## src/rtl/txn_wr_buffer.sv

```systemverilog
// txn_wr_buffer: posted-write buffer between a fabric port and a memory port.
// Writes are queued in a DEPTH-entry FIFO and drained in order. A read blocks
// the fabric port until every earlier write has drained and the read completes.
// Optional feature: define TXN_WR_BUFFER_FWD_EN to compile in read-after-write
// forwarding from the youngest matching buffered write.
//
// state   | meaning
// M_IDLE  | no downstream access outstanding; waiting for m_rdy and work
// M_ISSUE | m_req asserted for one cycle with the selected access
// M_WAIT  | access issued; waiting for m_rdy to mark completion
module txn_wr_buffer #(
   parameter int DEPTH = 4
) (
   input  logic                     clk,
   input  logic                     rst,
   input  logic                     s_req,
   input  logic                     s_wr,
   input  logic [31:0]              s_addr,
   input  logic [31:0]              s_wdata,
   output logic [31:0]              s_rdata,
   output logic                     s_rdy,
   output logic                     m_req,
   output logic                     m_wr,
   output logic [31:0]              m_addr,
   output logic [31:0]              m_wdata,
   input  logic [31:0]              m_rdata,
   input  logic                     m_rdy,
   output logic [$clog2(DEPTH):0]   wb_level
);

   localparam int AW = $clog2(DEPTH);
   localparam int LW = AW + 1;
   localparam logic [LW-1:0] FULL = LW'(DEPTH);

   typedef enum logic [1:0] {M_IDLE, M_ISSUE, M_WAIT} m_state_t;

   m_state_t      state_q, state_d;
   logic [31:0]   mem_addr [DEPTH];
   logic [31:0]   mem_data [DEPTH];
   logic [AW-1:0] wr_ptr, rd_ptr;
   logic [LW-1:0] count;
   logic          rd_pend, fwd_hold;
   logic [31:0]   rd_addr;
   logic          accept, push, rd_acc;
   logic          pop, issue_rd, rd_done;
   logic          fwd_hit;
   logic [31:0]   fwd_data;

   assign s_rdy    = !rd_pend && !fwd_hold && (count != FULL);
   assign accept   = s_req && s_rdy;
   assign push     = accept && s_wr;
   assign rd_acc   = accept && !s_wr;
   assign wb_level = count;

`ifdef TXN_WR_BUFFER_FWD_EN
   // Scan valid entries oldest to youngest so the youngest match wins.
   always_comb begin
      logic [AW-1:0] idx;
      fwd_hit  = 1'b0;
      fwd_data = '0;
      idx      = '0;
      for (int k = 0; k < DEPTH; k++) begin
         idx = rd_ptr + AW'(k);
         if ((LW'(k) < count) && (mem_addr[idx] == s_addr)) begin
            fwd_hit  = rd_acc;
            fwd_data = mem_data[idx];
         end
      end
   end
`else
   assign fwd_hit  = 1'b0;
   assign fwd_data = '0;
`endif

   // Downstream FSM next-state: buffered writes take priority over the pending read.
   always_comb begin
      state_d  = state_q;
      pop      = 1'b0;
      issue_rd = 1'b0;
      rd_done  = 1'b0;
      case (state_q)
         M_IDLE: begin
            if (m_rdy) begin
               if (count != '0) begin
                  pop     = 1'b1;
                  state_d = M_ISSUE;
               end else if (rd_pend) begin
                  issue_rd = 1'b1;
                  state_d  = M_ISSUE;
               end
            end
         end
         M_ISSUE: state_d = M_WAIT;
         M_WAIT: begin
            if (m_rdy) begin
               state_d = M_IDLE;
               rd_done = !m_wr;
            end
         end
         default: state_d = M_IDLE;
      endcase
   end

   // FIFO storage; flushed logically through the pointers and count.
   always_ff @(posedge clk) begin
      if (push) begin
         mem_addr[wr_ptr] <= s_addr;
         mem_data[wr_ptr] <= s_wdata;
      end
   end

   // State, FIFO bookkeeping, registered downstream request and read return.
   always_ff @(posedge clk) begin
      if (rst) begin
         state_q  <= M_IDLE;
         wr_ptr   <= '0;
         rd_ptr   <= '0;
         count    <= '0;
         rd_pend  <= 1'b0;
         rd_addr  <= '0;
         fwd_hold <= 1'b0;
         m_req    <= 1'b0;
         m_wr     <= 1'b0;
         m_addr   <= '0;
         m_wdata  <= '0;
         s_rdata  <= '0;
      end else begin
         state_q <= state_d;
         if (push) wr_ptr <= wr_ptr + AW'(1);
         if (pop)  rd_ptr <= rd_ptr + AW'(1);
         case ({push, pop})
            2'b10:   count <= count + LW'(1);
            2'b01:   count <= count - LW'(1);
            default: count <= count;
         endcase
         m_req <= pop || issue_rd;
         if (pop) begin
            m_wr    <= 1'b1;
            m_addr  <= mem_addr[rd_ptr];
            m_wdata <= mem_data[rd_ptr];
         end else if (issue_rd) begin
            m_wr    <= 1'b0;
            m_addr  <= rd_addr;
            m_wdata <= '0;
         end
         if (rd_acc) rd_addr <= s_addr;
         if (rd_done)
            rd_pend <= 1'b0;
         else if (rd_acc && !fwd_hit)
            rd_pend <= 1'b1;
         fwd_hold <= fwd_hit;
         if (rd_done)
            s_rdata <= m_rdata;
         else if (fwd_hit)
            s_rdata <= fwd_data;
      end
   end

endmodule

```

## config.mk

```make
export PLATFORM = sky130hd
export DESIGN_NAME = txn_wr_buffer
export DESIGN_NICKNAME = d
export VERILOG_FILES = /design/src/rtl/txn_wr_buffer.sv
export SDC_FILE = /design/constraint.sdc
export NUM_CORES = 1
export LEC_CHECK = 0
export ABC_AREA = 0
export CELL_PAD_IN_SITES_DETAIL_PLACEMENT = 0
export CELL_PAD_IN_SITES_GLOBAL_PLACEMENT = 1
export CORE_MARGIN = 2
export CORE_UTILIZATION = 41
export CTS_BUF_LIST = sky130_fd_sc_hd__clkbuf_16
export CTS_CLUSTER_SIZE = 20
export DETAILED_ROUTE_END_ITERATION = 7
export GPL_ROUTABILITY_DRIVEN = 0
export PLACE_DENSITY_LB_ADDON = 0.25
export SETUP_SLACK_MARGIN = 0.15
export SYNTH_ARGS = -nofsm -noshare
export SYNTH_HDL_FRONTEND = slang
export SYNTH_SLANG_ARGS = --single-unit
export TNS_END_PERCENT = 100
```

## constraint.sdc

```tcl
create_clock -name clk -period 3.05 [get_ports clk]
set_input_delay 0.4575 -clock clk [delete_from_list [all_inputs] [get_ports clk]]
set_output_delay 0.4575 -clock clk [all_outputs]
set_load 0.05 [all_outputs]
```

=== Yosys cells after proc, flatten, opt, wreduce, memory -nomap -nowiden ===
Memory sizes are Yosys's and may differ from the RTL's. A register that Yosys moved wholly into a read port is not among the register bits.
Cells that the tools add are included.
W data, S select, Z words.

* Flip-flop bits (word level): 140
* Bits in writable memories: 256
* Logic and storage cells: 66
* Memories kept: 2
* Input bits: 101
* Output and inout bits: 102

{| class="wikitable"
|+ Memories
! memory !! words !! bits a word !! read ports !! clocked after memory_dff !! write ports !! RTL line !! RTL
|-
| mem_addr || 4 || 32 || 1 || 1 || 1 || 38 || <nowiki>logic [31:0] mem_addr [DEPTH];</nowiki>
|-
| mem_data || 4 || 32 || 1 || 1 || 1 || 39 || <nowiki>logic [31:0] mem_data [DEPTH];</nowiki>
|}

* Add/subtract/negate cells: 4
* Reductions and logical operators: 14
* Equality and inequality tests: 8
* Mux-type cells: 27

{| class="wikitable"
|+ Operators by type and width
! operator !! number
|-
| $mux W32 || 4
|-
| $mux W2 || 8
|-
| $mux W1 || 13
|-
| $ne A3 B3 Y1 const B || 2
|-
| $pmux W2 S3 || 1
|-
| $pmux W3 S2 || 1
|-
| $add A2 B1 Y2 const B || 2
|-
| $eq A2 B1 Y1 const B || 2
|-
| $eq A2 B2 Y1 const B || 2
|-
| $logic_and A1 B1 Y1 || 4
|-
| $ne A2 B2 Y1 const B || 2
|-
| $reduce_bool A2 Y1 || 2
|-
| $add A3 B1 Y3 const B || 1
|-
| $logic_not A1 Y1 || 3
|-
| $reduce_and A3 Y1 || 1
|-
| $reduce_bool A3 Y1 || 1
|-
| $sub A3 B1 Y3 const B || 1
|-
| $logic_not A2 Y1 || 1
|-
| $reduce_or A2 Y1 || 1
|-
| $logic_or A1 B1 Y1 || 1
|}

=== Longest topological paths before layout ===
* Depth in word-level cells: 6
* Gate-level depth with buffers: 9
* Mapped depth without buffers: 8

=== Worst setup path before layout ===
No wires, ideal clock.

* Path kind: flip-flop to flip-flop
* From: reg count[0], in the netlist wb_level[0]
* To: mem mem_addr[0][0] (enable)
* Data required time: 2.621 ns
* Path buffers: 1
* Path slack: -0.220 ns
* Data arrival time: 2.841 ns
* Period minus slack after synthesis: 3.270 ns
* Setup time: 0.429 ns
* Cell stages (with the launch flop): 4
* Cell sequence: dfxtp_1 > or3b_2 > clkbuf_1 > and3_1

* Cells in the longest elaborated chain, start to end: 6

{| class="wikitable"
|+ Ends and longest elaborated chain
! item !! RTL line !! RTL
|-
| start, declared || 41 || <nowiki>logic [LW-1:0] count;</nowiki>
|-
| start signal, assigned || 132 || <nowiki>2'b10: count <= count + LW'(1);</nowiki>
|-
| start signal, assigned || 133 || <nowiki>2'b01: count <= count - LW'(1);</nowiki>
|-
| start signal, assigned || 134 || <nowiki>default: count <= count;</nowiki>
|-
| $ne A3 B3 Y1 || 49 || <nowiki>assign s_rdy = !rd_pend && !fwd_hold && (count != FULL);</nowiki>
|-
| $logic_and A1 B1 Y1 || 49 ||
|-
| $logic_and A1 B1 Y1 || 50 || <nowiki>assign accept = s_req && s_rdy;</nowiki>
|-
| $logic_and A1 B1 Y1 || 51 || <nowiki>assign push = accept && s_wr;</nowiki>
|-
| $mux W1 || 106 || <nowiki>if (push) begin</nowiki>
|-
| $mux W1 (implied by the code) || 107 || <nowiki>mem_addr[wr_ptr] <= s_addr;</nowiki>
|-
| end, declared || 38 ||
|}

No other way between the ends.

=== Final worst setup path ===
* From: reg count[0], in the netlist wb_level[0]
* To: out wb_level[0]

{| class="wikitable"
|+ RTL lines
! item !! RTL line !! RTL
|-
| end, declared || 28 || <nowiki>output logic [$clog2(DEPTH):0] wb_level</nowiki>
|}

No word-level cell between the ends.

==> metrics.txt <==
Total Wirelength between 30,000 and 40,000 um; Startpoint Class flip-flop; dpl cell area 17,200 um2; CP arrival approximately 2.0 ns; Vias roughly 8,300; die area about 37,000 um2; Via density approximately 5.3; RSZ-0062 raised after global routing false; ys flop type edfxtp_1; Yosys reg bits 398; critical-path cell with the highest stage delay clkdlybuf4s50_1; CTS tree built; final setup violating endpoints 0; num ports around 200; Cell Rows a little under 70; chip height ~190 um; TritonCTS buffer count 43; Nets around 1,200; DRC Markers 0; largest net degree at the start of global routing 53; post-synthesis async set-or-reset flop share 0; number of flops mapped to enable cells by yosys 256; fin crit period about 2.5 ns; PD cells between 700 and 800 nW/um2; Layout Utilization 0.528; syn avg cell area around 17 um2; YS warnings 0; Inst Count DP 1,505; fmax between 400 and 500 MHz; Area growth, synth to finish 27.7%; number of global-route vias before repair about 8,700; total gr overflow 0; pre-CTS WS 0.444 ns; Clock Path Buffers 3; Pins Over Slew Limit 0; setup ws final approximately 0.60 ns; CTS HTree Levels 2; Max IR drop VDD between 0.5 and 0.6 mV; Reg2Reg Setup Slack approximately 0.66 ns; core region area 35,300 um2; Mapped Area roughly 15,000 um2; final hold vios 0; setup TNS 0 ns; class of the worst hold path in -> reg; DR WL/cell approximately 21 um; global-route wire length before repair 50,900 um; initial DRC count 456; syn_nets slightly below 1,000; kind of critical path reg -> out; Clock Skew approximately 0.011 ns; Worst path max stage delay 0.92 ns; die width between 150 and 200 um; Yosys top cell by area edfxtp_1; Clock transition at path regs about 0.060 ns; PortBufs 202; hpwl dp 19,600 um; final worst-path cycle share 0.805; critical path data required time between 2 and 3 ns; CTS root buf clkbuf_16; slew at the pin with the worst max-slew slack between 0.8 and 0.9 ns; worst skew pair latency roughly 0.53 ns; share of the synthesized area in the top cell type 0.527; Worst path top cell family by delay buffers and inverters; clk sinks ~400; Worst setup EP type output pin; final hold slack approximately 0.40 ns; register area share after synthesis 0.722; 1st-pass router iterations 5; total of max-cap violations 0; Syn Inst Count 882; leading post-synthesis cells by cell area edfxtp_1 53%, dfxtp_1 19%, mux4_2 9.9%, a21oi_1 2.4%, a22o_1 1.8%; final design area excluding fillers about 19,000 um2; Starting Density 0.413; Max Fanout on Critical Path 7; Cell Chain, Critical Path clkdlybuf4s50_1; Distinct cells, synth 44; crit path buf inv count 1; layout cell share with drive strength beyond 1 0.153; Final Total Pwr between 10 and 15 mW; GRT Total Usage 0.181; Antenna Nets Post-Route 0; status completed; Layout Cells excl Fill ~1,600; initial antenna violation count 2; Max-Slew Margin vs Limit 0.424; P_leak between 6 and 7 nW
## synthesized netlist by cell type, types with 8 or more instances
library cell / number
a22o_1: 30
o21ai_0: 36
nand2_1: 65
buf_2: 15
o2bb2ai_1: 12
nand3_1: 34
nor4b_1: 20
clkbuf_1: 33
dfxtp_1: 142
buf_6: 11
nor2_1: 8
mux4_2: 64
edfxtp_1: 256
mux2i_1: 14
a221o_1: 18
a21oi_1: 71
## cell usage in the layout, fill, tap and decap left out, drive strengths merged, types with 2 or more instances in the layout
cell type      Yosys  routed
a21oi             71      71
a221o             20      20
a22o              32      32
and3               4       4
buf               32      27
bufinv             0       6
clkbuf            34      44
clkdlybuf4s50      0     200
clkinv             0      12
clkinvlp           0       2
dfxtp            142     142
diode              0       2
edfxtp           256     256
ha                 5       5
inv                5      19
mux2i             14      14
mux4              64      64
nand2             65      65
nand3             34      34
nor2               8       8
nor3               5       5
nor3b              4       4
nor4b             20      20
o21ai             36      36
o2bb2ai           12      12
or3                3       3
or3b               3       3
## where the power goes
part	switching [mW]	total, mW	leakage (nW)	internal, mW
clock	2.04	5.17	0.732	3.13
sequential	0.342	6.47	3.48	6.13
combinational	1.84	3.15	1.82	1.31
total	4.22	14.8	6.03	10.6
## logic make-up after synthesis
group / share of synthesized area
flip-flops: 0.722
AO/OA/AOI/OAI: 0.0803
AND/OR/NAND/NOR: 0.0563
multiplexers: 0.108
buffers and inverters: 0.0265
adder cells (fa/ha/maj): 0.00566
XOR/XNOR: 0.00120
## path summary, 6_finish.rpt
path / from / to / cells after the start
max: wb_level[0]$_SDFFE_PP0P_ / wb_level[0] / 1
max reg2reg: wb_level[0]$_SDFFE_PP0P_ / wb_level[2]$_SDFFE_PP0P_ / 8
min reg2reg: s_rdata[10]$_SDFFE_PP0P_ / s_rdata[10]$_SDFFE_PP0P_ / 2
min: rst / rd_addr[6]$_SDFFE_PP0P_ / 2
## cell type report
cell class              count  area [um2]
repair buffers            228        2340
fillers                  2914       16700
multi-input cells         413        3730
inverters                   5        18.8
diodes                      2        5.00
flip-flops and latches    398       10500
well taps                 461         577
clock buffers              44        1100
clock inverters            34         323
## repair_timing
item | in CTS | in global routing
resized for setup | 0 | 1
setup endpoints to repair | 0 | 1
hold buffers | 0 | 0
buffers inserted | 0 | 0
## flip-flops by register name, indices dropped and copies added, names as in the netlist, named ones only
signal / cells
m_addr: 32
m_req: 1
m_wdata: 32
m_wr: 1
mem_addr: 128
mem_data: 128
rd_addr: 32
rd_pend: 1
rd_ptr: 2
s_rdata: 32
state_q: 2
wb_level: 3
wr_ptr: 2
## per-layer routing
layer  vias to the layer above  wire, um  GRT usage
met5                         -         0          0
met4                         0       826     0.0564
met3                        58      1600     0.0315
met2                       181     16600      0.309
met1                      4211     14300      0.237
li1                       3886         -          -
(Power assumes the default switching activity.)
